File: src/rtl/frame_scheduler_pkg.sv
// Shared constants and FSM state type for the LED-matrix frame scheduler.
// FRAME_BLANK_EN adds the BLANK state used for the inter-frame blank interval.
package frame_scheduler_pkg;

   localparam int unsigned GS_DEF        = 8;
   localparam int unsigned TIMEOUT_DEF   = 40000;
   localparam int unsigned BLANK_CYC_DEF = 256;
   localparam int unsigned WD_W          = 16;

`ifdef FRAME_BLANK_EN
   typedef enum logic [1:0] {
      ST_IDLE    = 2'd0,
      ST_SCAN    = 2'd1,
      ST_RESTART = 2'd2,
      ST_BLANK   = 2'd3
   } state_e;
`else
   typedef enum logic [1:0] {
      ST_IDLE    = 2'd0,
      ST_SCAN    = 2'd1,
      ST_RESTART = 2'd2
   } state_e;
`endif

   function automatic int unsigned frame_w(input int unsigned gs);
      return gs * gs;
   endfunction

   // Terminal count for an interval of cyc cycles, counter starting at 0.
   function automatic logic [WD_W-1:0] wd_limit(input int unsigned cyc);
      return (cyc == 0) ? '0 : WD_W'(cyc - 1);
   endfunction

endpackage

File: src/rtl/frame_scheduler_scan_watchdog.sv
// Clearable up-counter with terminal-count compare; times both the scan
// watchdog and the inter-frame blank interval.
module scan_watchdog
   import frame_scheduler_pkg::*;
#(
   parameter int unsigned W = WD_W
) (
   input  logic         clk_i,
   input  logic         rst_n_i,
   input  logic         clr_i,
   input  logic         en_i,
   input  logic [W-1:0] limit_i,
   output logic         tc_o
);

   logic [W-1:0] count_q;

   always_ff @(posedge clk_i or negedge rst_n_i) begin
      if (!rst_n_i) begin
         count_q <= '0;
      end else if (clr_i) begin
         count_q <= '0;
      end else if (en_i) begin
         count_q <= count_q + 1'b1;
      end
   end

   assign tc_o = en_i && (count_q == limit_i);

endmodule

File: src/rtl/frame_scheduler.sv
// Double-buffered frame scheduler for the LED-matrix scanner: swaps frames at
// frame boundaries, counts frames, and restarts a hung scan via a watchdog.
// Build option FRAME_BLANK_EN: blank the display for BLANK_CYC cycles between frames.
module frame_scheduler
   import frame_scheduler_pkg::*;
#(
   parameter int unsigned GS        = GS_DEF,
   parameter int unsigned TIMEOUT   = TIMEOUT_DEF,
   parameter int unsigned BLANK_CYC = BLANK_CYC_DEF
) (
   input  logic                    clk_i,
   input  logic                    rst_n_i,
   input  logic                    run_i,
   input  logic [GS*GS-1:0]        frame_i,
   input  logic                    frame_valid_i,
   output logic                    frame_ready_o,
   input  logic                    disp_done_i,
   output logic                    e_disp_o,
   output logic [GS*GS-1:0]        matrix_o,
   output logic                    swap_o,
   output logic [7:0]              frame_cnt_o,
   output logic                    fault_o
);

   localparam int unsigned FW = frame_w(GS);

`ifdef FRAME_BLANK_EN
   localparam state_e GAP_ST = ST_BLANK;
`else
   localparam state_e GAP_ST = ST_RESTART;
`endif

   state_e          state_q, state_d;
   logic [FW-1:0]   front_q, back_q;
   logic            pending_q;
   logic            swap_q;
   logic [7:0]      cnt_q;
   logic            fault_q;
   logic            done_evt, to_evt;
   logic            wd_clr, wd_en, wd_tc;
   logic [WD_W-1:0] wd_lim;
   logic            accept;

   assign accept = frame_valid_i & ~pending_q;

   always_ff @(posedge clk_i or negedge rst_n_i) begin
      if (!rst_n_i) begin
         state_q <= ST_IDLE;
      end else begin
         state_q <= state_d;
      end
   end

   // Stopping takes priority over a coincident done or timeout.
   always_comb begin
      state_d  = state_q;
      done_evt = 1'b0;
      to_evt   = 1'b0;
      if (!run_i) begin
         state_d = ST_IDLE;
      end else begin
         case (state_q)
            ST_IDLE:    state_d = ST_SCAN;
            ST_SCAN: begin
               if (disp_done_i) begin
                  done_evt = 1'b1;
                  state_d  = GAP_ST;
               end else if (wd_tc) begin
                  to_evt  = 1'b1;
                  state_d = GAP_ST;
               end
            end
            ST_RESTART: state_d = ST_SCAN;
`ifdef FRAME_BLANK_EN
            ST_BLANK:   if (wd_tc) state_d = ST_SCAN;
`endif
            default:    state_d = ST_IDLE;
         endcase
      end
   end

   always_comb begin
      e_disp_o = (state_q == ST_SCAN);
`ifdef FRAME_BLANK_EN
      wd_en    = (state_q == ST_SCAN) || (state_q == ST_BLANK);
`else
      wd_en    = (state_q == ST_SCAN);
`endif
      wd_clr   = (state_d != state_q);
      wd_lim   = (state_q == ST_SCAN) ? wd_limit(TIMEOUT) : wd_limit(BLANK_CYC);
   end

   scan_watchdog #(
      .W (WD_W)
   ) u_wd (
      .clk_i   (clk_i),
      .rst_n_i (rst_n_i),
      .clr_i   (wd_clr),
      .en_i    (wd_en),
      .limit_i (wd_lim),
      .tc_o    (wd_tc)
   );

   // A swap needs pending=1, so it never coincides with an accept.
   always_ff @(posedge clk_i or negedge rst_n_i) begin
      if (!rst_n_i) begin
         front_q   <= '0;
         back_q    <= '0;
         pending_q <= 1'b0;
         swap_q    <= 1'b0;
         cnt_q     <= '0;
         fault_q   <= 1'b0;
      end else begin
         swap_q <= done_evt & pending_q;
         if (done_evt && pending_q) begin
            front_q <= back_q;
         end
         if (accept) begin
            back_q    <= frame_i;
            pending_q <= 1'b1;
         end else if (done_evt) begin
            pending_q <= 1'b0;
         end
         if (done_evt) begin
            cnt_q <= cnt_q + 8'd1;
         end
         if (to_evt) begin
            fault_q <= 1'b1;
         end
      end
   end

   assign frame_ready_o = ~pending_q;
   assign matrix_o      = front_q;
   assign swap_o        = swap_q;
   assign frame_cnt_o   = cnt_q;
   assign fault_o       = fault_q;

endmodule

File: config.mk
export PLATFORM = sky130hd
export DESIGN_NAME = frame_scheduler
export DESIGN_NICKNAME = d
export VERILOG_FILES = /design/src/rtl/frame_scheduler_pkg.sv /design/src/rtl/frame_scheduler_scan_watchdog.sv /design/src/rtl/frame_scheduler.sv
export SDC_FILE = /design/constraint.sdc
export NUM_CORES = 1
export LEC_CHECK = 0
export BUFFER_PORTS_ARGS = -buffer_cell sky130_fd_sc_hd__buf_2
export CORE_ASPECT_RATIO = 0.7
export CORE_UTILIZATION = 40
export CTS_CLUSTER_DIAMETER = 200
export DETAILED_ROUTE_END_ITERATION = 8
export GPL_TIMING_DRIVEN = 0
export SETUP_SLACK_MARGIN = 0.1
export SYNTH_ARGS = -nofsm -noshare
export SYNTH_HDL_FRONTEND = slang
export SYNTH_SLANG_ARGS = --single-unit
export TNS_END_PERCENT = 30
File: constraint.sdc
create_clock -name clk_i -period 2.53 [get_ports clk_i]
set_input_delay 0.759 -clock clk_i [delete_from_list [all_inputs] [get_ports clk_i]]
set_output_delay 0.759 -clock clk_i [all_outputs]
set_load 0.05 [all_outputs]
Word-level counts from Yosys, hierarchy flattened

Cells that the tools add are included.

Equal/unequal tests: 4
Add/sub/neg operators: 2
Reductions and logical operators: 6
Bitwise operators: 3
Mux-type cells: 16

Operators with widths:

| cell                                                             | number |
|---|---|
| 16-bit 2-to-1 mux                                                | 3 |
| 16-bit by 1-bit adder with 16-bit output (second input constant) | 1 |
| 16-bit == test                                                   | 1 |
| 1-bit 2-to-1 mux                                                 | 9 |
| 8-bit by 1-bit adder with 8-bit output (second input constant)   | 1 |
| 2-bit 2-to-1 mux                                                 | 3 |
| 2-bit one-hot mux with 2 select lines                            | 1 |
| 2-bit nonzero test                                               | 2 |
| 1-bit bitwise AND                                                | 2 |
| 2-bit by 1-bit == test with 1-bit output (second input constant) | 1 |
| 2-bit == test (second input constant)                            | 1 |
| 1-bit logical AND                                                | 2 |
| 2-bit zero test                                                  | 1 |
| 2-bit inequality test                                            | 1 |
| 2-bit OR reduction                                               | 1 |
| 1-bit inverter                                                   | 1 |

Input bits: 69
Logic and storage cells: 39
Output and inout port bits: 76
Bits in registers: 157

Longest topological paths before layout

Word-level depth: 10
Depth in mapped cells: 8
Depth with buffers taken out: 5

Cells and area by module

Synthesis repeated with hierarchy kept, for this count alone.

Cells, all modules: 427
Area, all modules: 6,577.6 um2

By module, submodules not included:

| module          | area each (um2) | cells an instance | instances | sequential area each (um2) |
|---|---|---|---|---|
| frame_scheduler | 5,582.9         | 324               | 1         | 3,528.4 |
| scan_watchdog   | 994.7           | 103               | 1         | 400.4 |

Worst setup path after synthesis

Ideal clock, no wire load.

Path kind: input -> register
From: input port run_i
To: register front_q[0], in the netlist matrix_o[0]
Slack: 0.491 ns
Library setup time: 0.125 ns
Cell stages on the path: 6
Data arrival time: 1.915 ns
Cells stage by stage: and4b_2 > buf_2 > nand2_1 > buf_2 > buf_2 > mux2_2

Longest elaborated chain between the ends: 2

Ends and longest elaborated chain:

| element              | RTL line               | source |
|---|---|---|
| start, declared      | frame_scheduler.sv:13  | `input logic run_i,` |
| 1-bit 2-to-1 mux     | frame_scheduler.sv:59  | `if (!run_i) begin` |
| 1-bit logical AND    | frame_scheduler.sv:115 | `if (done_evt && pending_q) begin` |
| end signal, assigned | frame_scheduler.sv:116 | `front_q <= back_q;` |
| end, declared        | frame_scheduler.sv:34  | `logic [FW-1:0] front_q, back_q;` |

No other way between the ends.
A chain may end at the register's enable or synchronous reset.

Worst setup path after layout

From: register pending_q
To: register back_q[29]

Longest elaborated chain between the ends: 2

Ends and longest elaborated chain:

| element                | RTL line               | source |
|---|---|---|
| start, declared        | frame_scheduler.sv:35  | `logic pending_q;` |
| start signal, assigned | frame_scheduler.sv:109 | `pending_q <= 1'b0;` |
| start signal, assigned | frame_scheduler.sv:120 | `pending_q <= 1'b1;` |
| start signal, assigned | frame_scheduler.sv:122 | `pending_q <= 1'b0;` |
| 1-bit inverter         | frame_scheduler.sv:44  | `assign accept = frame_valid_i & ~pending_q;` |
| 1-bit bitwise AND      | frame_scheduler.sv:44  |  |
| end signal, assigned   | frame_scheduler.sv:119 | `back_q <= frame_i;` |
| end, declared          | frame_scheduler.sv:34  |  |

No other way between the ends.

==> results.sh <==
export IMPL_crit_path_max_incr_delay_ns=0.61
export IMPL_path_cells="nor2b_1 > clkbuf_1 > clkbuf_1 > mux2_2"
export IMPL_critPathSlowestCell="clkbuf_1"
export IMPL_hpwl_microns=8660
export IMPL_syn_instance_count=409
export IMPL_vias=3823
export IMPL_dieArea_sq_um=15800
export IMPL_critPathMaxFanout=10
export IMPL_clock_skew_ns=0.0115
export IMPL_crit_type="reg2reg"
export IMPL_die_h_microns=106
export IMPL_final_area_sq_um=7720
export IMPL_placedInstanceArea_sq_um=7130
export IMPL_multi_input_area_sq_um=2080
export IMPL_cts_max_path_buffers=2
export IMPL_r2r_start="pending_q"
export IMPL_fill_cells=1315
export IMPL_crit_buf_inv=2
export IMPL_max_cap_violations=0
export IMPL_hold_viol=0
export IMPL_grt_pass1_vias=4077
export IMPL_grt_pass1_wl_microns=20500
export IMPL_ios=145
export IMPL_r2r_end="back_q[29]"
export IMPL_synth_main_ff_cell="dfrtp_1"
export IMPL_crit_family="buffers and inverters"
export IMPL_die_x_microns=150
export IMPL_cts_max_level=4
export IMPL_drv_slew=0
export IMPL_clk_insertion_delay_late_ns=0.41
export IMPL_grt_max_degree=99
export IMPL_cp_common_cell="clkbuf_1"
export IMPL_leakage_nw=3.59
export IMPL_syn_nets=480
export IMPL_cts_sinks=157
export IMPL_synth_top_cell_by_area="dfrtp_1"
export IMPL_power_density_nw_per_um2=1290
export IMPL_worstMarginPinSlew_ns=0.703
export IMPL_fin_cells=783
export IMPL_critPathCaptureType="flip-flop"
export IMPL_crit_arrival_ns=2.48
export IMPL_ff2ff_setup_slack_ns=0.33
export IMPL_synth_top_area_share_pct=64.1
export IMPL_fin_nets=646
export IMPL_status="finished clean"
export IMPL_layout_setup_ws_ns=0.332
export IMPL_fin_util_pct=52.1
export IMPL_wirelength_microns=12300
export IMPL_start_kind="flip-flop"
export IMPL_area_growth_pct=25.9
export IMPL_initial_utilization_pct=41.4
export IMPL_required_ns=2.81
export IMPL_synth_area_per_cell_sq_um=15.0
export IMPL_fin_crit_sh_pct=86.9
export IMPL_netlist_area_sq_um=6130
export IMPL_slew_limit_headroom_pct=53.2
export IMPL_fin_crit_ns=2.20
export IMPL_place_congestion=0.782
export IMPL_antenna_found_initial=1
export IMPL_tns_ns=0
export IMPL_cts_buffers=17
export IMPL_reg2reg_depth=4
export IMPL_dpl_worst_slack_ns=-0.121
export IMPL_cts_reportedPaths_clkPinSlew_ns=0.07
export IMPL_drive_above_1_share_pct=55.4
export IMPL_diodes=0
export IMPL_firstDrtPassIters=4
export IMPL_dp_cells=749
export IMPL_synth_most_common_cell="dfrtp_1"
export IMPL_grt_usage_pct=17.0
export IMPL_hp_class="in2async"
export IMPL_ys_top_cells_by_count="dfrtp_1 (157), mux2_2 (129), nor2_1 (19)"
export IMPL_ff_latch_area_sq_um=3930
export IMPL_wl_per_cell_microns=15.8
export IMPL_rsz0062_at_grt="false"
export IMPL_clock_fmax_mhz=455
export IMPL_synth_edf_count=0
export IMPL_async_flop_share_pct=100
export IMPL_synthTopCellsByArea="dfrtp_1 (64%), mux2_2 (24%), xnor2_1 (1.7%)"
export IMPL_synth_cell_types=36
export IMPL_ys_ff_latch=157
export IMPL_cts_root_buffer="clkbuf_16"
export IMPL_cts_tree="yes"
export IMPL_drc=0
export IMPL_ir_worst_vdd_mv=0.727
export IMPL_seq_area_frac_synth_pct=64.1
export IMPL_port_buffers=144
export IMPL_core_area_sq_um=14800
export IMPL_dr_first_iter_drc_count=130
export IMPL_ant_nets=0
export IMPL_overflow=0
export IMPL_finalSetupViolCount=0
export IMPL_viasPerCell=4.88
export IMPL_rows=37
export IMPL_yosysWarnings=0
## timing repair
action	CTS	global route
gates resized for setup	0	0
hold buffers	0	0
setup buffers	0	2
setup endpoints to repair	0	9
## layer usage
layer / vias up / wire (microns) / track usage (%)
met5: - / 10 / 0
met4: 2 / 103 / 4.98
li1: 1785 / - / -
met3: 11 / 936 / 6.75
met1: 1916 / 5750 / 23.4
met2: 109 / 5550 / 24.8
## layout by cell type, fill, tap and decap left out, types with 2 or more instances in the layout
| master | instances |
|---|---|
| buf_4 | 2 |
| nor2_1 | 19 |
| ha_1 | 2 |
| a21oi_1 | 6 |
| buf_6 | 3 |
| and3_1 | 3 |
| or2_2 | 2 |
| dfrtp_1 | 157 |
| inv_1 | 8 |
| o211ai_1 | 2 |
| mux2_2 | 129 |
| nand4_1 | 7 |
| xor2_1 | 5 |
| nand3_1 | 5 |
| nor3_1 | 2 |
| clkinvlp_4 | 3 |
| xnor2_1 | 12 |
| buf_2 | 151 |
| clkbuf_16 | 17 |
| clkbuf_1 | 8 |
| o21ai_0 | 5 |
| nor4_1 | 2 |
| nand2_1 | 7 |
| inv_6 | 2 |
| clkinv_4 | 6 |
| or3_1 | 4 |
## cell families after synthesis
family / share of synthesized area, %
xor+xnor: 2.43
compound gates: 1.94
fa+ha+maj: 0.408
buf+inv: 1.94
mux: 23.7
flops: 64.1
simple gates: 5.53
## worst max path at each step
stage	slack [ns]	startpoint	endpoint	depth (start not counted)
2_1_floorplan	0.49	run_i	matrix_o[0]	6
3_3_place_gp	-1.54	rst_n_i	back_q[53]	1
3_5_place_dp	-0.12	frame_valid_i	back_q[29]	5
4_1_cts	0.23	u_wd.count_q[0]	u_wd.count_q[4]	6
5_1_grt	0.16	pending_q	back_q[29]	4
6_report	0.33	pending_q	back_q[29]	4
## stage by stage
step / hold WS (ns) / total power [mW]
CTS: 0.315 / 10.1
detailed placement: 0.463 / 7.63
global placement: 0.448 / 7.51
floorplan: 0.463 / 6.63
global route: 0.343 / 10.5
finish: 0.312 / 9.98
## area by class of cell
| type | count | share of cell area [%] |
|---|---|---|
| flip-flops and latches | 157 | 50.9 |
| multi-input cells | 227 | 27.0 |
| repair buffers | 147 | 9.96 |
| clock buffers | 19 | 5.74 |
| well taps | 195 | 3.16 |
| clock inverters | 13 | 1.73 |
| plain buffers | 17 | 1.15 |
| inverters | 8 | 0.389 |
## power by group
part / switching [mW] / total (mW) / leakage [nW] / internal (mW)
clock network: 1.04 / 2.45 / 0.272 / 1.40
registers: 0.435 / 3.84 / 1.91 / 3.40
logic: 2.60 / 3.70 / 1.41 / 1.10
total: 4.08 / 9.98 / 3.59 / 5.90
## state kept, by name, indices dropped and copies added, names as in the netlist
| signal | count |
|---|---|
| pending_q | 1 |
| fault_o | 1 |
| matrix_o | 64 |
| back_q | 64 |
| u_wd.count_q | 16 |
| swap_o | 1 |
| frame_cnt_o | 8 |
| state_q | 2 |
(Power assumes the default switching activity.)
